$ cat config.mk
export PLATFORM = sky130hd
export DESIGN_NAME = push_button_conditioner_flat
export DESIGN_NICKNAME = d
export VERILOG_FILES = /design/src/rtl/push_button_conditioner_pkg.sv /design/src/rtl/push_button_conditioner_if.sv /design/src/rtl/push_button_conditioner_button_channel.sv /design/src/rtl/push_button_conditioner.sv /design/src/flat_wrapper.sv
export SDC_FILE = /design/constraint.sdc
export NUM_CORES = 1
export LEC_CHECK = 0
export CAP_MARGIN = 20
export CELL_PAD_IN_SITES_DETAIL_PLACEMENT = 2
export CELL_PAD_IN_SITES_GLOBAL_PLACEMENT = 2
export CORE_MARGIN = 8
export CORE_UTILIZATION = 38
export CTS_BUF_LIST = sky130_fd_sc_hd__clkbuf_2 sky130_fd_sc_hd__clkbuf_4 sky130_fd_sc_hd__clkbuf_8
export DETAILED_ROUTE_END_ITERATION = 10
export PLACE_DENSITY = 0.83
export SETUP_SLACK_MARGIN = 0.15
export SLEW_MARGIN = 0
export SYNTH_ARGS = -nofsm -noshare
export SYNTH_HDL_FRONTEND = slang
export SYNTH_SLANG_ARGS = --single-unit
export TNS_END_PERCENT = 50
$ cat constraint.sdc
create_clock -name clk_osc -period 2.7 [get_ports clk_osc]
set_clock_uncertainty 0.05 [all_clocks]
set_input_delay 0.675 -clock clk_osc [delete_from_list [all_inputs] [get_ports clk_osc]]
set_output_delay 0.675 -clock clk_osc [all_outputs]
set_load 0.01 [all_outputs]
$ cat src/rtl/push_button_conditioner_pkg.sv
// Shared constants and types for the push-button input path:
// button indices, default timing at 100 MHz, and the repeat-FSM encoding.
package push_button_conditioner_pkg;

  localparam int unsigned N_BTN = 5;

  localparam int unsigned BTN_U = 0;
  localparam int unsigned BTN_D = 1;
  localparam int unsigned BTN_L = 2;
  localparam int unsigned BTN_R = 3;
  localparam int unsigned BTN_M = 4;

  localparam int unsigned DEF_DEBOUNCE_CYCLES = 1000000;   // 10 ms
  localparam int unsigned DEF_REPEAT_DELAY    = 50000000;  // 0.5 s
  localparam int unsigned DEF_REPEAT_RATE     = 15000000;  // 0.15 s
  localparam logic [N_BTN-1:0] DEF_REPEAT_MASK = 5'b00011;

  typedef enum logic [1:0] {
    RPT_IDLE       = 2'd0,
    RPT_WAIT_FIRST = 2'd1,
    RPT_REPEATING  = 2'd2
  } rpt_state_t;

  // Counter width for a terminal count of n-1; never narrower than one bit.
  function automatic int unsigned cnt_width(input int unsigned n);
    return (n > 1) ? 32'($clog2(n)) : 32'd1;
  endfunction

endpackage

$ cat src/rtl/push_button_conditioner_if.sv
// Button bundle between the pins side (master) and the conditioner (slave).
interface push_button_conditioner_if;
  import push_button_conditioner_pkg::*;

  logic [N_BTN-1:0] btn_raw;
  logic [N_BTN-1:0] btn_level;
  logic [N_BTN-1:0] btn_press;
  logic [N_BTN-1:0] btn_release;
  logic [N_BTN-1:0] btn_pulse;
  logic             any_press;

  modport master (
    output btn_raw,
    input  btn_level, btn_press, btn_release, btn_pulse, any_press
  );

  modport slave (
    input  btn_raw,
    output btn_level, btn_press, btn_release, btn_pulse, any_press
  );

endinterface

$ cat src/rtl/push_button_conditioner_button_channel.sv
// One button: 2-FF synchronizer, restart-on-match debounce, registered
// press/release edges and an optional auto-repeat FSM.
module button_channel
  import push_button_conditioner_pkg::*;
#(
  parameter int unsigned DEBOUNCE_CYCLES = DEF_DEBOUNCE_CYCLES,
  parameter int unsigned REPEAT_DELAY    = DEF_REPEAT_DELAY,
  parameter int unsigned REPEAT_RATE     = DEF_REPEAT_RATE,
  parameter bit          REPEAT_EN       = 1'b1
) (
  input  logic clk_osc,
  input  logic resetn,
  input  logic btn_raw,
  output logic btn_level,
  output logic btn_press,
  output logic btn_release,
  output logic btn_pulse,
  output logic press_c
);

  localparam int unsigned CNT_W    = cnt_width(DEBOUNCE_CYCLES);
  localparam int unsigned RCNT_MAX = (REPEAT_DELAY > REPEAT_RATE) ? REPEAT_DELAY : REPEAT_RATE;
  localparam int unsigned RCNT_W   = cnt_width(RCNT_MAX);
  localparam logic [CNT_W-1:0]  DB_LAST = CNT_W'(DEBOUNCE_CYCLES - 1);
  localparam logic [RCNT_W-1:0] RD_LAST = RCNT_W'(REPEAT_DELAY - 1);
  localparam logic [RCNT_W-1:0] RR_LAST = RCNT_W'(REPEAT_RATE - 1);

  logic              sync1, sync2;
  logic [CNT_W-1:0]  db_cnt, db_cnt_next;
  logic              level_upd_c, rise_c, fall_c, rpt_c;
  rpt_state_t        state, state_next;
  logic [RCNT_W-1:0] rcnt, rcnt_next;

  // Debounce: any sample equal to the stable level restarts the count.
  always_comb begin
    db_cnt_next = '0;
    level_upd_c = 1'b0;
    if (sync2 != btn_level) begin
      if (db_cnt == DB_LAST) begin
        level_upd_c = 1'b1;
      end else begin
        db_cnt_next = db_cnt + CNT_W'(1);
      end
    end
  end

  assign rise_c  = level_upd_c & sync2;
  assign fall_c  = level_upd_c & ~sync2;
  assign press_c = rise_c;

  // Repeat FSM next-state; a release wins over a repeat due in the same cycle.
  always_comb begin
    state_next = state;
    rcnt_next  = rcnt;
    rpt_c      = 1'b0;
    case (state)
      RPT_IDLE: begin
        if (rise_c && REPEAT_EN) begin
          state_next = RPT_WAIT_FIRST;
          rcnt_next  = '0;
        end
      end
      RPT_WAIT_FIRST: begin
        if (rcnt == RD_LAST) begin
          rpt_c      = 1'b1;
          rcnt_next  = '0;
          state_next = RPT_REPEATING;
        end else begin
          rcnt_next = rcnt + RCNT_W'(1);
        end
      end
      RPT_REPEATING: begin
        if (rcnt == RR_LAST) begin
          rpt_c     = 1'b1;
          rcnt_next = '0;
        end else begin
          rcnt_next = rcnt + RCNT_W'(1);
        end
      end
      default: begin
        state_next = RPT_IDLE;
        rcnt_next  = '0;
      end
    endcase
    if (fall_c) begin
      state_next = RPT_IDLE;
      rcnt_next  = '0;
      rpt_c      = 1'b0;
    end
  end

  always_ff @(posedge clk_osc or negedge resetn) begin
    if (!resetn) begin
      sync1       <= 1'b0;
      sync2       <= 1'b0;
      db_cnt      <= '0;
      btn_level   <= 1'b0;
      btn_press   <= 1'b0;
      btn_release <= 1'b0;
      btn_pulse   <= 1'b0;
      state       <= RPT_IDLE;
      rcnt        <= '0;
    end else begin
      sync1       <= btn_raw;
      sync2       <= sync1;
      db_cnt      <= db_cnt_next;
      if (level_upd_c) begin
        btn_level <= sync2;
      end
      btn_press   <= rise_c;
      btn_release <= fall_c;
      btn_pulse   <= rise_c | rpt_c;
      state       <= state_next;
      rcnt        <= rcnt_next;
    end
  end

endmodule

$ cat src/rtl/push_button_conditioner.sv
// Conditions the five raw push buttons into clean level/press/release/pulse
// signals; channels are fully independent.
module push_button_conditioner
  import push_button_conditioner_pkg::*;
#(
  parameter int unsigned      DEBOUNCE_CYCLES = DEF_DEBOUNCE_CYCLES,
  parameter int unsigned      REPEAT_DELAY    = DEF_REPEAT_DELAY,
  parameter int unsigned      REPEAT_RATE     = DEF_REPEAT_RATE,
  parameter logic [N_BTN-1:0] REPEAT_MASK     = DEF_REPEAT_MASK
) (
  input logic                      clk_osc,
  input logic                      resetn,
  push_button_conditioner_if.slave bus
);

  logic [N_BTN-1:0] level_w, press_w, release_w, pulse_w, press_c;
  logic             any_press_q;

  for (genvar i = 0; i < N_BTN; i++) begin : g_btn
    button_channel #(
      .DEBOUNCE_CYCLES (DEBOUNCE_CYCLES),
      .REPEAT_DELAY    (REPEAT_DELAY),
      .REPEAT_RATE     (REPEAT_RATE),
      .REPEAT_EN       (REPEAT_MASK[i])
    ) u_channel (
      .clk_osc     (clk_osc),
      .resetn      (resetn),
      .btn_raw     (bus.btn_raw[i]),
      .btn_level   (level_w[i]),
      .btn_press   (press_w[i]),
      .btn_release (release_w[i]),
      .btn_pulse   (pulse_w[i]),
      .press_c     (press_c[i])
    );
  end

  // Registered from the same next-cycle presses so it coincides with btn_press.
  always_ff @(posedge clk_osc or negedge resetn) begin
    if (!resetn) begin
      any_press_q <= 1'b0;
    end else begin
      any_press_q <= |press_c;
    end
  end

  assign bus.btn_level   = level_w;
  assign bus.btn_press   = press_w;
  assign bus.btn_release = release_w;
  assign bus.btn_pulse   = pulse_w;
  assign bus.any_press   = any_press_q;

endmodule
$ cat src/flat_wrapper.sv
// flat-port wrapper written by rule: the top's interface ports become plain ports
module push_button_conditioner_flat import push_button_conditioner_pkg::*;
#(
  parameter int unsigned      DEBOUNCE_CYCLES = DEF_DEBOUNCE_CYCLES,
  parameter int unsigned      REPEAT_DELAY    = DEF_REPEAT_DELAY,
  parameter int unsigned      REPEAT_RATE     = DEF_REPEAT_RATE,
  parameter logic [N_BTN-1:0] REPEAT_MASK     = DEF_REPEAT_MASK
)
  (clk_osc, resetn, bus_btn_raw, bus_btn_level, bus_btn_press, bus_btn_release, bus_btn_pulse, bus_any_press);
  push_button_conditioner_if bus_i ();
  input logic clk_osc;
  input logic resetn;
  input wire logic [$bits(bus_i.btn_raw)-1:0] bus_btn_raw;
  output wire logic [$bits(bus_i.btn_level)-1:0] bus_btn_level;
  output wire logic [$bits(bus_i.btn_press)-1:0] bus_btn_press;
  output wire logic [$bits(bus_i.btn_release)-1:0] bus_btn_release;
  output wire logic [$bits(bus_i.btn_pulse)-1:0] bus_btn_pulse;
  output wire logic [$bits(bus_i.any_press)-1:0] bus_any_press;
  assign bus_i.btn_raw = bus_btn_raw;
  assign bus_btn_level = bus_i.btn_level;
  assign bus_btn_press = bus_i.btn_press;
  assign bus_btn_release = bus_i.btn_release;
  assign bus_btn_pulse = bus_i.btn_pulse;
  assign bus_any_press = bus_i.any_press;
  push_button_conditioner #(.DEBOUNCE_CYCLES(DEBOUNCE_CYCLES), .REPEAT_DELAY(REPEAT_DELAY), .REPEAT_RATE(REPEAT_RATE), .REPEAT_MASK(REPEAT_MASK)) u_core (.clk_osc(clk_osc), .resetn(resetn), .bus(bus_i));
endmodule
==> impl_metrics.ini, run 1 <==
[grt]
antenna_found_initial = 0
grt_max_degree = 72
grt_pass1_vias = 7920
grt_pass1_wl_mm = 40.5
gr-total-overflow = 0
grtUsageTotal_pct = 17.2

[synth]
syn_avg_cell_area_um2 = 9.80
synth_edf_count = 0
ys_ff_latch = 184
synth_cells = 928
yosys_warnings = 0
ys.flop_type = dfrtp_1
yosysUniqueCellTypes = 53
synth_area_um2 = 9090
syn-num-nets = 950
synthArstFlopShare_pct = 100
yosysSeqAreaShare_pct = 50.6

[timing]
drv_slew = 0
setup_violations = 0
min_period_over_period_pct = 97.8
max_freq_mhz = 379
grt_setup_unrepaired = yes
tightest_slew_ps = 687
relSlewSlack_pct = 54.1
fin_crit_ps = 2640
hold_viol_final = 0

[detailed_routing]
met1Wirelength_mm = 10.6
met2_length_mm = 12.2
dr.pass1.iters = 4
drt_iter0_drc = 291
drt_wl_total_mm = 23.7
drtAntennaViolNets = 0
drc = 0
wl_per_cell_um = 18.1
via_per_inst = 5.36
top_layer_used = met4
vias = 6992
met3_wirelength_um = 594

[clock_network]
cts_hold_buffers = 0
htreeDepth = 4
cts_root_buf = clkbuf_8
clock-sinks = 184
cts_tree = yes
clk_latency_ps = 460
cts_buffer_depth = 2
cts_buffers = 17
clk_pin_slew_worst_paths_ps = 100

[die]
die_w_um = 171
pin_count = 28
rows = 56
start_util_pct = 38.7
chipHeight_um = 171
dieArea_um2 = 29100
core_um2 = 23500

[placement]
place_area_um2 = 9800
gp_congestion = 0.774
dp.cells = 1265
port_buffers = 27
post-dp-hpwl_mm = 16.0

[power]
p_sw_share_pct = 24.0
power_switching_uw = 1190
ir_drop_v = 0.000216
p_clk_share_pct = 40.5
power_uw = 4950
internal_power_uw = 3760
power.density_nw_per_um2 = 473
leakagePower_uw = 0.00449
seq_power_share_pct = 56.7
combPwrFrac_pct = 2.9

[finish]
num_antenna_cells = 0
final_area_um2 = 10500
final_cells = 1304
layout_commonest_cell = dfrtp_1
final_cell_mix = 184 x dfrtp_1, 150 x nor2_1, 74 x nand2_1
syn_to_final_growth_pct = 15.2
fill_cells = 2496
drive_gt1_share_pct = 10.8
fin_nets = 995

[critical_path]
crit_fanout = 17
end_kind = register
critical_path.startpoint_type = register
crit_arrival_ps = 2940
cp.required_ps = 3000
ff2ff_setup_slack_ps = 60
path_class = reg -> reg

[status]
status = complete, no violations

[flow_run]
drv_cap = 0

[hold_path]
hold_path_class = in -> async
## through the flow
stage	worst slack (ps)	setup TNS [ps]	util [%]	hold WS, ps
3_5_place_dp	22.9	0	41.8	289
4_1_cts	74.9	0	43.9	67.8
5_1_grt	-10.6	-17.0	44.6	75.4
2_1_floorplan	215	0	-	281
6_report	60.2	0	44.6	79.0
3_3_place_gp	75.4	0	41.8	286
## path summary, 6_finish.rpt
path	endpoint	cells after the start	startpoint
worst max-delay path	u_core.g_btn[1].u_channel.rcnt[2]$_DFFE_PN0P_	7	u_core.g_btn[1].u_channel.rcnt[16]$_DFFE_PN0P_
worst min-delay path	u_core.g_btn[0].u_channel.rcnt[11]$_DFFE_PN0P_	1	resetn
worst max register to register	u_core.g_btn[1].u_channel.rcnt[2]$_DFFE_PN0P_	7	u_core.g_btn[1].u_channel.rcnt[16]$_DFFE_PN0P_
worst min register to register	u_core.g_btn[1].u_channel.sync2$_DFF_PN0_	0	u_core.g_btn[1].u_channel.sync1$_DFF_PN0_
max in group asynchronous	u_core.g_btn[1].u_channel.db_cnt[11]$_DFF_PN0_	2	resetn
min in group clk_osc	u_core.g_btn[1].u_channel.sync2$_DFF_PN0_	0	u_core.g_btn[1].u_channel.sync1$_DFF_PN0_
## cell usage after synthesis (5+ instances only)
| cell type | n | area [µm²] |
|---|---|---|
| a21o_1 | 7 | 52.6 |
| a21oi_1 | 13 | 65.1 |
| and2_1 | 10 | 62.6 |
| and3_1 | 25 | 156 |
| and4_1 | 13 | 114 |
| buf_4 | 20 | 150 |
| clkbuf_1 | 16 | 60.1 |
| dfrtp_1 | 184 | 4600 |
| ha_1 | 15 | 188 |
| inv_1 | 24 | 90.1 |
| nand2_1 | 74 | 278 |
| nand2b_1 | 5 | 31.3 |
| nand3_1 | 70 | 350 |
| nand4_1 | 34 | 213 |
| nor2_1 | 150 | 563 |
| nor3_1 | 19 | 95.1 |
| nor3b_1 | 9 | 67.6 |
| nor4_1 | 14 | 87.6 |
| nor4b_1 | 8 | 70.1 |
| o21ai_0 | 23 | 115 |
| o311ai_1 | 8 | 70.1 |
| or2_2 | 5 | 31.3 |
| or3_1 | 13 | 81.3 |
| or4_1 | 8 | 60.1 |
| xnor2_1 | 46 | 403 |
| xor2_1 | 73 | 639 |
## worst max-delay path, cell delays in order (launching register included)
cell and delay (ps):
dfrtp_1 390, or4_1 540, or4_1 420, o41a_1 480, o211ai_4 220, buf_12 190
nor3b_1 70, a21o_1 150
## registers in the layout, indices dropped and copies added (netlist names)
| register | count |
|---|---|
| u_core.g_btn.u_channel.sync1 | 5 |
| u_core.g_btn.u_channel.sync2 | 5 |
| u_core.g_btn.u_channel.btn_release | 5 |
| u_core.g_btn.u_channel.rcnt | 52 |
| u_core.bus.any_press | 1 |
| u_core.g_btn.u_channel.db_cnt | 100 |
| u_core.g_btn.u_channel.btn_pulse | 2 |
| u_core.g_btn.u_channel.btn_press | 5 |
| u_core.g_btn.u_channel.btn_level | 5 |
| u_core.g_btn.u_channel.state | 4 |
## power groups by stage
stage,sequential (µW),combinational [µW],clock [µW]
2_1_floorplan,2850,51.0,0
3_3_place_gp,2860,143,0
3_5_place_dp,2860,148,0
4_1_cts,2810,150,2070
5_1_grt,2810,165,2180
6_report,2810,142,2000
## per-layer routing
layer | vias to the layer above | GRT usage, %
li1 | 3296 | -
met2 | 46 | 30.6
met3 | 16 | 3.46
met4 | 0 | 3.93
met5 | - | 0
met1 | 3634 | 21.0
## kinds of logic after synthesis
| kind of cell | Yosys count | synth area share, % |
|---|---|---|
| fa+ha+maj | 15 | 2.06 |
| buf+inv | 63 | 3.61 |
| xor+xnor | 119 | 11.5 |
| simple gates | 468 | 25.9 |
| mux | 4 | 0.495 |
| compound gates | 75 | 5.83 |
| flops | 184 | 50.6 |
## repair_timing
action | in CTS | in global routing
resized for setup | 17 | 26
gates cloned | 0 | 0
endpoints found under the setup margin | 47 | 51
pin swaps | 1 | 17
setup buffers | 1 | 7
## final cells by class
cell class	count	area (µm²)	share of cell area (%)
Multi-Input combinational cell	681	4340	41.4
Sequential cell	184	4600	44.0
Clock inverter	13	168	1.60
Timing Repair Buffer	65	624	5.96
Tap cell	319	399	3.81
Inverter	24	90.1	0.860
Clock buffer	18	248	2.37
Power figures use the tool's default switching activity.
==> run 2: changes to the inputs <==
SKIP_CTS_REPAIR_TIMING = 1   (was not set)
==> run 2 against run 1 <==
The run now ends with setup timing left; utilization up 0.53 points; clock power is essentially flat; hold slack about the same; combinational power is essentially flat; critical endpoint is now u_core.g_btn[1].u_channel.rcnt[12]$_DFFE_PN0P_; largest power group unchanged.
==> impl_metrics.ini, run 2 (same netlist as run 1, synthesis figures left out) <==
[critical_path]
crit_fanout = 9
critical_path.startpoint_type = register
critical_path.most_common_cell = or4_1
crit_path_max_incr_delay_ps = 550
cp.required_ps = 3010
cp_num_buf_inv = 1
cp_slowest_cell = or4_1
worstSetupPathDepth = 7
critPathTopFamily = simple AND/OR/NAND/NOR gates
crit_path_cell_trace = or4_1, or4_1, o41a_1, o211ai_4, buf_12, nor4_1, a21o_1
r2r_start = u_core.g_btn[1].u_channel.rcnt[16]$_DFFE_PN0P_
end_kind = register
r2r_cells = 7
crit_arrival_ps = 3060
path_class = reg -> reg
critPathLaunch = u_core.g_btn[1].u_channel.rcnt[16]$_DFFE_PN0P_

[detailed_routing]
drt_iter0_drc = 308
drtAntennaViolNets = 0
dr.pass1.iters = 4
vias = 7049
wl_per_cell_um = 18.8
drt_wl_total_mm = 24.5
drc = 0
via_per_inst = 5.41

[timing]
hold_viol_final = 0
worst_slack_ps = -43.1
relSlewSlack_pct = 52.3
tightest_slew_ps = 714
min_period_over_period_pct = 102
drv_slew = 0
max_freq_mhz = 365
finalSetupTns_ps = -125
setup_violations = 6
fin_crit_ps = 2740
grt_setup_unrepaired = yes

[finish]
syn_to_final_growth_pct = 16.5
layout.area.seq_um2 = 4600
layout_commonest_cell = dfrtp_1
drive_gt1_share_pct = 12.0
num_antenna_cells = 0
regMostFlops = u_core.g_btn.u_channel.db_cnt
fill_cells = 2478
fin_nets = 994
post-route-util_pct = 45.1
final_cells = 1303
largest_reg_flops = 100
final_cell_mix = 184 x dfrtp_1, 150 x nor2_1, 74 x nand2_1
reg_top3 = u_core.g_btn.u_channel.db_cnt (100), u_core.g_btn.u_channel.rcnt (52)
multi_input_area_um2 = 4460
final_area_um2 = 10600

[die]
core_um2 = 23500
chipHeight_um = 171
dieArea_um2 = 29100
die_w_um = 171
pin_count = 28
start_util_pct = 38.7
rows = 56

[power]
leakagePower_uw = 0.00452
power_uw = 4960
power.density_nw_per_um2 = 468
ir_drop_v = 0.000216

[placement]
dp.cells = 1265
gp_congestion = 0.774
post-dp-hpwl_mm = 16.0
port_buffers = 27
place_area_um2 = 9800

[status]
violations = setup timing
status = finished, violations left

[grt]
grtUsageTotal_pct = 17.0
grt_pass1_wl_mm = 40.2
grt_max_degree = 72
gr-total-overflow = 0
antenna_found_initial = 0
grt_pass1_vias = 7895

[clock_network]
cts_tree = yes
cts_root_buf = clkbuf_8
cts_buffer_depth = 2
htreeDepth = 4
clock-sinks = 184
clk_pin_slew_worst_paths_ps = 100
cts_buffers = 17
clk_latency_ps = 460

[flow_run]
drv_cap = 0

[hold_path]
hold_path_class = in -> async
## run 2: layout make-up
type | count | share of cell area, %
flip-flops and latches | 184 | 43.5
multi-input cells | 681 | 42.1
repair buffers | 64 | 5.95
well taps | 319 | 3.77
clock buffers | 18 | 2.34
clock inverters | 13 | 1.58
inverters | 24 | 0.850
## run 2: per-layer routing
| metal | up-vias | part of all wire (%) | track usage (%) | wire length, µm |
|---|---|---|---|---|
| li1 | 3286 | - | - | - |
| met5 | - | 0 | 0 | 0 |
| met3 | 13 | 2.8 | 3.46 | 692 |
| met1 | 3690 | 44 | 20.9 | 10900 |
| met4 | 0 | 0.70 | 3.51 | 171 |
| met2 | 60 | 52 | 30.4 | 12800 |
## run 2: final timing paths
path	end	slack, ps
min in group clk_osc	u_core.g_btn[1].u_channel.sync2$_DFF_PN0_	300
max in group asynchronous	u_core.g_btn[1].u_channel.db_cnt[9]$_DFF_PN0_	1760
worst min register to register	u_core.g_btn[1].u_channel.sync2$_DFF_PN0_	300
worst max register to register	u_core.g_btn[1].u_channel.rcnt[12]$_DFFE_PN0P_	-40
worst max-delay path	u_core.g_btn[1].u_channel.rcnt[12]$_DFFE_PN0P_	-40
worst min-delay path	u_core.g_btn[0].u_channel.rcnt[11]$_DFFE_PN0P_	80
## run 2: power breakdown
group | internal (µW) | leakage, µW | switching [µW]
combinational | 40.3 | 0.00177 | 102
clock | 946 | 0.000206 | 1070
sequential | 2780 | 0.00254 | 26.2
total | 3770 | 0.00452 | 1190
## run 2: stage by stage
stage                     setup WS (ps)  hold WS [ps]
after floorplan                     215           281
after global placement             75.4           286
after detailed placement           22.9           289
after CTS                         -68.0          67.8
after global routing              -97.4          76.3
final                             -43.1          79.1
